**config.mk**
```make
export PLATFORM = sky130hd
export DESIGN_NAME = control_seq
export DESIGN_NICKNAME = d
export VERILOG_FILES = /design/src/rtl/control_seq.sv
export SDC_FILE = /design/constraint.sdc
export NUM_CORES = 1
export LEC_CHECK = 0
export BUFFER_PORTS_ARGS = -buffer_cell sky130_fd_sc_hd__buf_2
export CAP_MARGIN = 20
export CORE_MARGIN = 8
export CORE_UTILIZATION = 25
export CTS_BUF_LIST = sky130_fd_sc_hd__clkbuf_8 sky130_fd_sc_hd__clkbuf_16
export CTS_CLUSTER_DIAMETER = 150
export DETAILED_ROUTE_END_ITERATION = 8
export MAX_ROUTING_LAYER = met4
export PLACE_DENSITY = 0.58
export SETUP_SLACK_MARGIN = 0.02
export SYNTH_ARGS = -nofsm -noshare
export SYNTH_HDL_FRONTEND = slang
export SYNTH_SLANG_ARGS = --single-unit
```
**constraint.sdc**
```tcl
create_clock -name clk -period 1.09 [get_ports clk]
set_clock_uncertainty 0.05 [all_clocks]
set_input_delay 0.109 -clock clk [delete_from_list [all_inputs] [get_ports clk]]
set_output_delay 0.109 -clock clk [all_outputs]
set_load 0.01 [all_outputs]
```
**src/rtl/control_seq.sv**
```systemverilog
// control_seq: fetch/execute sequencer that decodes a move-style instruction word into
// bus source enables, destination load strobes and conditional jumps.
module control_seq #(
    parameter int SRC_BITS = 2,
    parameter int DEST_BITS = 3,
    parameter int FLAG_LATCH = 1,
    localparam int IRW = 3 + SRC_BITS + DEST_BITS
) (
    input  logic                      clk,
    input  logic                      reset,
    input  logic                      ready,
    input  logic [IRW-1:0]            bus_in,
    input  logic                      alu_zero,
    input  logic                      alu_carry,
    output logic [IRW-1:0]            ir,
    output logic                      fetch,
    output logic [2**SRC_BITS-1:0]    src_en,
    output logic [2**DEST_BITS-1:0]   load_en,
    output logic                      immediate,
    output logic                      do_subtract,
    output logic                      do_jump,
    output logic                      pc_inc,
    output logic                      halted,
    output logic                      flag_z,
    output logic                      flag_c
);
    typedef enum logic [1:0] {FETCH, EXEC, HALT} state_t;
    localparam logic [DEST_BITS-1:0] PC_D = DEST_BITS'(1);
    localparam logic [DEST_BITS-1:0] A_D = DEST_BITS'(2);
    localparam logic [DEST_BITS-1:0] HALT_D = '1;
    localparam logic [SRC_BITS-1:0] E_S = SRC_BITS'(1);
    state_t state, state_next;
    logic [SRC_BITS-1:0] source;
    logic [DEST_BITS-1:0] dest;
    logic c_cond, z_cond, indexed, zf, cf, cond;
    assign c_cond = ir[IRW-1];
    assign z_cond = ir[IRW-2];
    assign source = ir[IRW-3 -: SRC_BITS];
    assign dest = ir[DEST_BITS:1];
    assign indexed = ir[0];
    assign zf = (FLAG_LATCH != 0) ? flag_z : alu_zero;
    assign cf = (FLAG_LATCH != 0) ? flag_c : alu_carry;
    // both condition bits set means an unconditional jump
    assign cond = (z_cond & zf) | (c_cond & cf) | (z_cond & c_cond);

    always_ff @(posedge clk) begin
        if (reset) begin
            state <= FETCH;
            ir <= '0;
            flag_z <= 1'b0;
            flag_c <= 1'b0;
        end else begin
            state <= state_next;
            if (state == FETCH && ready)
                ir <= bus_in;
            if (state == EXEC && ready && dest == A_D && source == E_S) begin
                flag_z <= alu_zero;
                flag_c <= alu_carry;
            end
        end
    end

    always_comb begin
        state_next = state;
        if (ready && state == FETCH)
            state_next = EXEC;
        if (ready && state == EXEC)
            state_next = (dest == HALT_D) ? HALT : FETCH;
    end

    always_comb begin
        fetch = 1'b0;
        src_en = '0;
        load_en = '0;
        immediate = 1'b0;
        do_subtract = 1'b0;
        do_jump = 1'b0;
        pc_inc = 1'b0;
        halted = 1'b0;
        case (state)
            FETCH: begin
                fetch = 1'b1;
                pc_inc = ready;
            end
            EXEC: begin
                src_en[source] = 1'b1;
                immediate = ~indexed;
                do_subtract = z_cond;
                if (dest == PC_D) begin
                    do_jump = ready & cond;
                    load_en[PC_D] = ready & cond;
                    pc_inc = ready & ~cond & ~indexed;
                end else if (dest != HALT_D) begin
                    load_en[dest] = ready;
                    pc_inc = ready & ~indexed;
                end
            end
            HALT: halted = 1'b1;
            default: ;
        endcase
    end
endmodule

```
==> flow_metrics.py, run 1 <==
metrics = {
    "floorplanning": {
        "die_area_mm2": 0.00459,
        "die_x_um": 67.7,
        "io_pins": 41,
        "rows": 18,
        "start_util_pct": 26.8,
        "core-area_mm2": 0.00250,
        "die_h_um": 67.7,
    },
    "sta": {
        "fin_crit_sh_pct": 131,
        "setup_viol": 28,
        "grt_setup_unrepaired": "true",
        "clock.fmax_ghz": 0.703,
        "fin_crit_ns": 1.42,
        "fin_setup_tns_ns": -5.13,
        "slew_violations": 0,
        "timing.hold.ws_ns": 0.0517,
        "hold_viol_final": 0,
        "fin_ws_ns": -0.333,
    },
    "status": {
        "status": "finished, violations left",
        "violations": "negative setup slack",
    },
    "power": {
        "leakagePower_nw": 0.628,
        "p_per_area_mw_per_mm2": 982,
        "peakVddDrop_v": 0.000774,
        "finalPower_mw": 1.21,
    },
    "routing": {
        "totalWireLength_um": 2240,
        "ant_nets": 0,
        "viasPerCell": 4.44,
        "dr_total_vias": 741,
        "drtIter0Drc": 14,
        "drc": 0,
        "wire_per_inst_um": 13.4,
        "first_pass_iters": 2,
    },
    "cells_and_area": {
        "fin_area_mm2": 0.00123,
        "num_antenna_cells": 0,
        "final_cell_count_no_fill": 167,
        "multi_input_area_um2": 502,
        "nets": 151,
        "ff_latch_area_um2": 260,
        "final_util_pct": 49.3,
        "areaGrowthSynthToFinish_pct": 84.1,
        "nFillCells": 243,
        "drive_above_1_share_pct": 66.4,
    },
    "global_route": {
        "track_usage_pct": 10.5,
        "grt_max_degree": 15,
        "grt_antenna_before_repair": 0,
        "globalRoute.totalOverflow": 0,
        "grt_pass1_vias": 794,
        "grt_first_pass_wirelength_um": 3560,
    },
    "placement": {
        "port_buffers": 39,
        "hpwlAfterDp_um": 1800,
        "place_ws_ns": -0.113,
        "placed_area_mm2": 0.00108,
        "place_congestion": 0.774,
        "dp_cells": 161,
    },
    "clocking": {
        "cts-root-buf": "clkbuf_8",
        "path_clk_slew_ns": 0.05,
        "cts.sinks": 12,
        "clk_latency_ns": 0.24,
        "cts_made_buffers": 3,
        "h-tree-depth": 1,
        "cts_tree": "done",
        "cts_buffer_depth": 2,
    },
    "logic_synthesis": {
        "synth_top_cell_by_area": "dfxtp_1",
        "syn-cell-area_um2": 669,
        "synth.area.top_cells": "dfxtp_1, mux2i_1, nor2_1",
        "synth_seq_cells": 12,
        "netlist_instances": 77,
        "yosysWarnings": 0,
        "seq_area_frac_synth_pct": 35.9,
        "yosys.area.top_type_share_pct": 35.9,
        "avgSynthCellArea_um2": 8.69,
        "ys_types": 26,
        "syn_nets": 90,
    },
    "worst_setup_path": {
        "crit_fanout": 6,
        "critPathBufInv": 1,
        "worstPathArrival_ns": 1.26,
        "cp_top_family": "compound AO/OA/AOI/OAI gates",
        "required_ns": 0.93,
        "crit_path_end_kind": "primary output",
        "critPathSlowestCell": "dfxtp_2",
        "path_cells": "nand3b_4, a311o_1, o21ai_2, buf_2",
        "slowest_delay_ns": 0.34,
        "worstSetupPathType": "reg2out",
        "start_kind": "flip-flop",
    },
    "min_path": {
        "hp-class": "in2reg",
    },
    "flow_run": {
        "cap_violations": 0,
    },
}
state kept, by name, summed over array words and instances (netlist names):
name,flops
flag_c,1
flag_z,1
ir,8
state,2
layout by cell type (no fill, tap or decap), types with 2 or more instances in the layout:
cell type   n
dfxtp_4     3
nand2b_1    4
inv_1       2
nor3_2      4
buf_2      37
nand2_1     3
and2b_1     3
nor2_1     13
clkbuf_8    3
nand2b_4    3
nor3b_2     2
buf_6       7
buf_4      16
dfxtp_2     7
mux2i_1    10
nor4_4      3
dfxtp_1     2
cell families after synthesis:
logic type	count (synthesis)	share of synthesized area [%]
other cells	1	0.560
flops	12	35.9
buf+inv	5	4.11
simple gates	43	38.5
mux	10	15.0
compound gates	6	5.98
worst reg2reg max path: stages, from the launching register on:
cell and delay, ns:
dfxtp_4 0.38, nor3b_2 0.21, buf_4 0.20, mux2i_1 0.19, nor2_1 0.06
cell type report:
| class | count | area share [%] |
|---|---|---|
| clock buffer | 3 | 3.35 |
| clock inverter | 1 | 0.305 |
| inverter | 1 | 0.305 |
| multi-input combinational | 60 | 40.7 |
| sequential | 12 | 21.1 |
| tap | 30 | 3.05 |
| timing repair buffer | 60 | 31.2 |
per-layer routing:
| layer | part of all wire [%] | vias to the layer above | track usage [%] |
|---|---|---|---|
| li1 | - | 381 | - |
| met1 | 45 | 331 | 11.9 |
| met2 | 49 | 24 | 17.3 |
| met3 | 4.0 | 5 | 2.48 |
| met4 | 1.7 | 0 | 4.70 |
| met5 | 0 | - | - |
what timing repair did:
item / 4_1_cts / 5_1_grt
pin swaps: 3 / 0
endpoints found under the setup margin: 29 / 31
hold buffers: 0 / 0
hold endpoints to repair: 0 / 0
gates resized for setup: 17 / 4
setup buffers: 1 / 1
cell usage after synthesis:
cell / n
a21oi_1: 2
a311o_1: 1
and2_1: 1
and2b_1: 3
and3_1: 1
buf_2: 1
buf_4: 2
clkbuf_1: 1
conb_1: 1
dfxtp_1: 12
inv_1: 1
mux2i_1: 10
nand2_1: 3
nand2b_1: 7
nand3b_4: 1
nand4b_1: 1
nor2_1: 15
nor2b_1: 1
nor3_1: 4
nor3b_1: 2
nor4_1: 2
nor4_4: 1
o21ai_0: 1
o21ai_1: 1
o21ba_2: 1
or2b_1: 1
final timing paths:
path	cells after the start	from	slack, ns	end
worst max-delay path	4	state[1]$_SDFFE_PP0P_	-0.33	pc_inc
worst min-delay path	3	bus_in[5]	0.05	ir[5]$_SDFFE_PP0P_
worst max register to register	4	state[0]$_SDFFE_PP0P_	-0.11	ir[4]$_SDFFE_PP0P_
worst min register to register	2	state[0]$_SDFFE_PP0P_	0.53	state[0]$_SDFFE_PP0P_
where the power goes:
part	switching (mW)	internal (mW)	total (mW)
clock	0.161	0.248	0.409
combinational	0.145	0.164	0.310
sequential	0.0295	0.462	0.491
Power figures use the tool's default switching activity.
==> inputs of run 2 (changes only) <==
--- a/config.mk
+++ b/config.mk
@@ -6,14 +6,14 @@
 export NUM_CORES = 1
 export LEC_CHECK = 0
 export BUFFER_PORTS_ARGS = -buffer_cell sky130_fd_sc_hd__buf_2
-export CAP_MARGIN = 20
+export CAP_MARGIN = 5
 export CORE_MARGIN = 8
-export CORE_UTILIZATION = 25
+export CORE_UTILIZATION = 41
 export CTS_BUF_LIST = sky130_fd_sc_hd__clkbuf_8 sky130_fd_sc_hd__clkbuf_16
 export CTS_CLUSTER_DIAMETER = 150
 export DETAILED_ROUTE_END_ITERATION = 8
 export MAX_ROUTING_LAYER = met4
-export PLACE_DENSITY = 0.58
+export PLACE_DENSITY = 0.82
 export SETUP_SLACK_MARGIN = 0.02
 export SYNTH_ARGS = -nofsm -noshare
 export SYNTH_HDL_FRONTEND = slang
==> constraint.sdc (replaced) <==
create_clock -name clk -period 1.5 [get_ports clk]
set_clock_uncertainty 0.05 [all_clocks]
set_input_delay 0.15 -clock clk [delete_from_list [all_inputs] [get_ports clk]]
set_output_delay 0.15 -clock clk [all_outputs]
set_load 0.01 [all_outputs]
==> run 2 against run 1 <==
  * The run still ends with negative setup slack left
  * Clock-buffer cell count is the same
  * Wire length shrank 13%
  * Sequential cell count is the same
  * Critical path depth is the same
  * Sequential share of layout area grew 3.4 points
  * First-iteration DRC count shrank 21%
  * Power shrank 33%
==> flow_metrics.py, run 2 (synthesized netlist as in run 1, its figures left out) <==
metrics = {
    "status": {
        "status": "finished, violations left",
        "violations": "negative setup slack",
    },
    "power": {
        "peakVddDrop_v": 0.000731,
        "clkPwrFrac_pct": 35.6,
        "seq_power_share_pct": 44.0,
        "internal_power_uw": 595,
        "p_switching_uw": 218,
        "finalPower_uw": 813,
        "pwr-share-comb_pct": 20.4,
        "leakagePower_nw": 0.539,
        "p_sw_share_pct": 26.9,
        "p_per_area_mw_per_mm2": 792,
    },
    "clocking": {
        "cts_tree": "done",
        "cts_made_buffers": 3,
        "cts_buffer_depth": 2,
        "h-tree-depth": 1,
        "clk_latency_ns": 0.24,
        "ctsHoldBuffers": 0,
        "path_clk_slew_ns": 0.05,
        "cts.sinks": 12,
        "cts-root-buf": "clkbuf_8",
    },
    "worst_setup_path": {
        "worstSetupPathType": "reg2out",
        "slowest_delay_ns": 0.32,
        "required_ns": 1.30,
        "worstPathArrival_ns": 1.32,
        "crit_path_end_kind": "primary output",
        "crit_fanout": 6,
        "path_cells": "buf_6, nand4b_1, nor3_1, buf_2",
        "critPathBufInv": 2,
        "start_kind": "flip-flop",
        "cp_top_family": "simple AND/OR/NAND/NOR gates",
        "critPathSlowestCell": "dfxtp_2",
    },
    "placement": {
        "port_buffers": 39,
        "placed_area_um2": 898,
        "dp_cells": 133,
        "place_ws_ns": 0.0974,
        "place_congestion": 0.884,
        "hpwlAfterDp_um": 1420,
    },
    "sta": {
        "timing.hold.ws_ns": 0.0947,
        "fin_ws_ns": -0.0231,
        "hold_viol_final": 0,
        "clock.fmax_ghz": 0.657,
        "fin_setup_tns_ns": -0.0231,
        "fin_crit_ns": 1.52,
        "slew_violations": 0,
        "fin_crit_sh_pct": 102,
        "setup_viol": 1,
        "grt_setup_unrepaired": "true",
    },
    "cells_and_area": {
        "final_cell_count_no_fill": 141,
        "drive_above_1_share_pct": 52.8,
        "final_cell_mix": "buf_2, nor2_1, mux2i_1",
        "top_regs": "ir x8, state x2",
        "largest_reg_flops": 8,
        "final_common_cell": "buf_2",
        "fin_area_mm2": 0.00103,
        "nets": 140,
        "num_antenna_cells": 0,
        "areaGrowthSynthToFinish_pct": 53.3,
        "largest-register": "ir",
        "nFillCells": 135,
        "final_util_pct": 67.3,
    },
    "floorplanning": {
        "rows": 14,
        "die_area_mm2": 0.00318,
        "io_pins": 41,
        "core-area_mm2": 0.00152,
        "start_util_pct": 43.9,
        "die_h_um": 56.4,
        "die_x_um": 56.4,
    },
    "routing": {
        "dr_total_vias": 702,
        "first_pass_iters": 4,
        "totalWireLength_um": 1940,
        "drtIter0Drc": 11,
        "viasPerCell": 4.98,
        "drc": 0,
        "wire_per_inst_um": 13.8,
        "ant_nets": 0,
    },
    "global_route": {
        "globalRoute.totalOverflow": 0,
        "grt_first_pass_wirelength_um": 3080,
        "grt_max_degree": 15,
        "grt_antenna_before_repair": 0,
        "grt_pass1_vias": 677,
        "track_usage_pct": 12.0,
    },
    "flow_run": {
        "cap_violations": 0,
    },
    "min_path": {
        "hp-class": "in2reg",
    },
}
## run 2: changes by cell type in the layout (fill, tap and decap cells not counted), sizes merged
cell and delta:
inv -1, buf -11
## run 2: worst paths after layout
check / endpoint / start / cells past startpoint / slack, ns
min: ir[0]$_SDFFE_PP0P_ / bus_in[0] / 3 / 0.09
min reg2reg: flag_z$_SDFFE_PP0P_ / flag_z$_SDFFE_PP0P_ / 2 / 0.43
max reg2reg: ir[3]$_SDFFE_PP0P_ / state[0]$_SDFFE_PP0P_ / 5 / 0.11
max: load_en[4] / state[1]$_SDFFE_PP0P_ / 4 / -0.02
## run 2: layer usage
metal / GRT usage (%) / vias to the layer above / share of wire (%)
li1: - / 358 / -
met5: - / - / 0
met4: 2.06 / 0 / 0
met1: 12.5 / 321 / 43
met3: 6.29 / 0 / 6.7
met2: 20.1 / 23 / 51
## run 2: final cells by class
type                            count  area [um2]  area share, %
Sequential cell                    12         251           24.5
Inverter                            1        3.75          0.366
Tap cell                           16        20.0           1.95
Clock buffer                        3        41.3           4.02
Multi-Input combinational cell     60         432           42.1
Timing Repair Buffer               49         278           27.1
## run 2: worst register-to-register path: stages, from the launching register on
cell and delay, ns:
dfxtp_4 0.36, buf_4 0.14, nor3b_1 0.22, buf_4 0.24, mux2i_1 0.20, nor2_1 0.06
## run 2: timing repair
item | 4_1_cts | 5_1_grt
endpoints found under the hold margin | 0 | 0
buffers inserted | 3 | 2
pin swaps | 2 | 5
endpoints found under the setup margin | 6 | 10
resized for setup | 5 | 11
## run 2: power groups by stage
stage                     clock [mW]  sequential, mW  combinational [mW]
after CTS                      0.295           0.355               0.162
final                          0.289           0.358               0.166
after detailed placement           0           0.362               0.149
after global placement             0           0.360               0.147
after global routing           0.314           0.361               0.182
after floorplan                    0           0.366              0.0817
==> inputs of run 3 (changes only) <==
--- a/config.mk
+++ b/config.mk
@@ -15,6 +15,7 @@
 export MAX_ROUTING_LAYER = met4
 export PLACE_DENSITY = 0.82
 export SETUP_SLACK_MARGIN = 0.02
+export SKIP_LAST_GASP = 1
 export SYNTH_ARGS = -nofsm -noshare
 export SYNTH_HDL_FRONTEND = slang
 export SYNTH_SLANG_ARGS = --single-unit
==> constraint.sdc (replaced) <==
create_clock -name clk -period 1.6 [get_ports clk]
set_clock_uncertainty 0.05 [all_clocks]
set_input_delay 0.16 -clock clk [delete_from_list [all_inputs] [get_ports clk]]
set_output_delay 0.16 -clock clk [all_outputs]
set_load 0.01 [all_outputs]
==> run 3 against run 2 <==
  * Clock power fell by 8.3%
  * Critical path depth did not move
  * Wire length is 1.4% lower
  * Register-to-register slack gained 0.11 ns
  * Via count decreased by 2.4%
  * Worst hold slack better by 0.015 ns
  * The flow now finishes without violations
  * Final cell count fell by 4.3%
  * Global-route usage down 0.41 points
  * First-iteration DRC count grew 9.1%
  * Sequential cell count unchanged
==> flow_metrics.py, run 3 (synthesized netlist as in run 1, its figures left out) <==
metrics = {
    "worst_setup_path": {
        "crit_path_end_kind": "primary output",
        "required_ns": 1.39,
        "worstPathArrival_ns": 1.32,
        "r2r_cells": 4,
        "start_kind": "flip-flop",
        "crit_end": "src_en[2]",
        "worstSetupPathType": "reg2out",
        "r2r_slack_ns": 0.22,
        "critical_path.startpoint": "state[1]$_SDFFE_PP0P_",
        "crit_fanout": 8,
        "r2r-end": "flag_z$_SDFFE_PP0P_",
        "r2r-start": "state[1]$_SDFFE_PP0P_",
    },
    "power": {
        "p_sw_share_pct": 26.4,
        "p_switching_uw": 196,
        "leakagePower_nw": 0.501,
        "p_per_area_mw_per_mm2": 770,
        "internal_power_uw": 546,
        "seq_power_share_pct": 46.0,
        "peakVddDrop_v": 0.000589,
        "finalPower_uw": 742,
        "clkPwrFrac_pct": 35.7,
        "pwr-share-comb_pct": 18.4,
    },
    "global_route": {
        "globalRoute.totalOverflow": 0,
        "grt_max_degree": 15,
        "grt_antenna_before_repair": 0,
        "track_usage_pct": 11.6,
        "grt_pass1_vias": 660,
        "grt_first_pass_wirelength_um": 3030,
    },
    "sta": {
        "grt_setup_unrepaired": "false",
        "setup_viol": 0,
        "hold_viol_final": 0,
        "fin_crit_sh_pct": 95.3,
        "slew_violations": 0,
        "clock.fmax_ghz": 0.656,
        "fin_crit_ns": 1.53,
        "fin_setup_tns_ns": 0,
    },
    "flow_run": {
        "cap_violations": 0,
    },
    "routing": {
        "viasPerCell": 5.07,
        "drtIter0Drc": 12,
        "totalWireLength_um": 1920,
        "dr_total_vias": 685,
        "drc": 0,
        "wire_per_inst_um": 14.2,
        "first_pass_iters": 4,
        "ant_nets": 0,
    },
    "cells_and_area": {
        "nFillCells": 140,
        "areaGrowthSynthToFinish_pct": 43.9,
        "drive_above_1_share_pct": 47.1,
        "final_common_cell": "buf_2",
        "largest-register": "ir",
        "final_cell_mix": "buf_2, nor2_1, mux2i_1",
        "top_regs": "ir x8, state x2",
        "largest_reg_flops": 8,
        "num_antenna_cells": 0,
        "nets": 134,
        "final_cell_count_no_fill": 135,
    },
    "min_path": {
        "min_from": "bus_in[4]",
        "hp-class": "in2reg",
    },
    "status": {
        "status": "finished, final reports clean",
    },
    "floorplanning": {
        "die_h_um": 56.4,
        "core-area_mm2": 0.00152,
        "die_x_um": 56.4,
        "rows": 14,
        "die_area_mm2": 0.00318,
        "start_util_pct": 43.9,
        "io_pins": 41,
    },
    "placement": {
        "dp_cells": 130,
        "place_congestion": 0.877,
        "hpwlAfterDp_um": 1410,
        "port_buffers": 39,
    },
    "clocking": {
        "cts.sinks": 12,
        "path_clk_slew_ns": 0.05,
        "cts_tree": "done",
        "clk_latency_ns": 0.23,
        "cts-root-buf": "clkbuf_8",
        "cts_made_buffers": 3,
        "cts_buffer_depth": 2,
        "h-tree-depth": 1,
    },
}
run 3: worst min path at each step:
stage          slack, ns            endpoint  depth (start not counted)
3_5_place_dp        0.35  ir[0]$_SDFFE_PP0P_                          3
4_1_cts             0.11  ir[7]$_SDFFE_PP0P_                          3
3_3_place_gp        0.34  ir[3]$_SDFFE_PP0P_                          3
2_1_floorplan       0.26  ir[0]$_SDFFE_PP0P_                          2
6_report            0.11  ir[4]$_SDFFE_PP0P_                          3
5_1_grt             0.13  ir[5]$_SDFFE_PP0P_                          3
run 3: routing by layer:
metal / GRT usage, % / up-vias / routed length (um)
li1: - / 346 / -
met1: 12.6 / 311 / 832
met2: 19.5 / 28 / 933
met3: 5.62 / 0 / 148
met4: 1.03 / 0 / 0
met5: - / - / 0
run 3: worst max-delay path, stage by stage, from the launching register on:
cell	delay [ns]
dfxtp_4	0.36
buf_4	0.13
or2b_1	0.24
nor3b_1	0.19
buf_2	0.16
run 3: repair_timing:
item                       CTS  global route
setup buffers                1             1
setup endpoints to repair    3             7
gates cloned                 0             0
pin swaps                    0             2
hold buffers                 0             0
gates resized for setup      4             5
run 3: cell type report:
class / count / area [um2] / share of cell area (%)
clock buffers: 3 / 41.3 / 4.29
inverters: 1 / 3.75 / 0.390
multi-input cells: 60 / 424 / 44.0
flip-flops and latches: 12 / 249 / 25.8
well taps: 16 / 20.0 / 2.08
repair buffers: 43 / 225 / 23.4
run 3: per-stage QoR:
stage	utilization [%]	worst slack, ns	area [um2]	hold WS (ns)
floorplan	-	0.299	669	0.257
global placement	57.5	0.133	876	0.344
detailed placement	57.5	0.141	876	0.349
CTS	61.8	0.000956	942	0.106
global route	63.2	0.0329	963	0.132
finish	63.2	0.0746	963	0.110
run 3: power groups by stage:
stage	clock network [mW]	registers, mW	logic (mW)
2_1_floorplan	0	0.344	0.0766
4_1_cts	0.272	0.340	0.134
5_1_grt	0.286	0.344	0.149
6_report	0.265	0.341	0.136
3_3_place_gp	0	0.344	0.127
3_5_place_dp	0	0.345	0.128
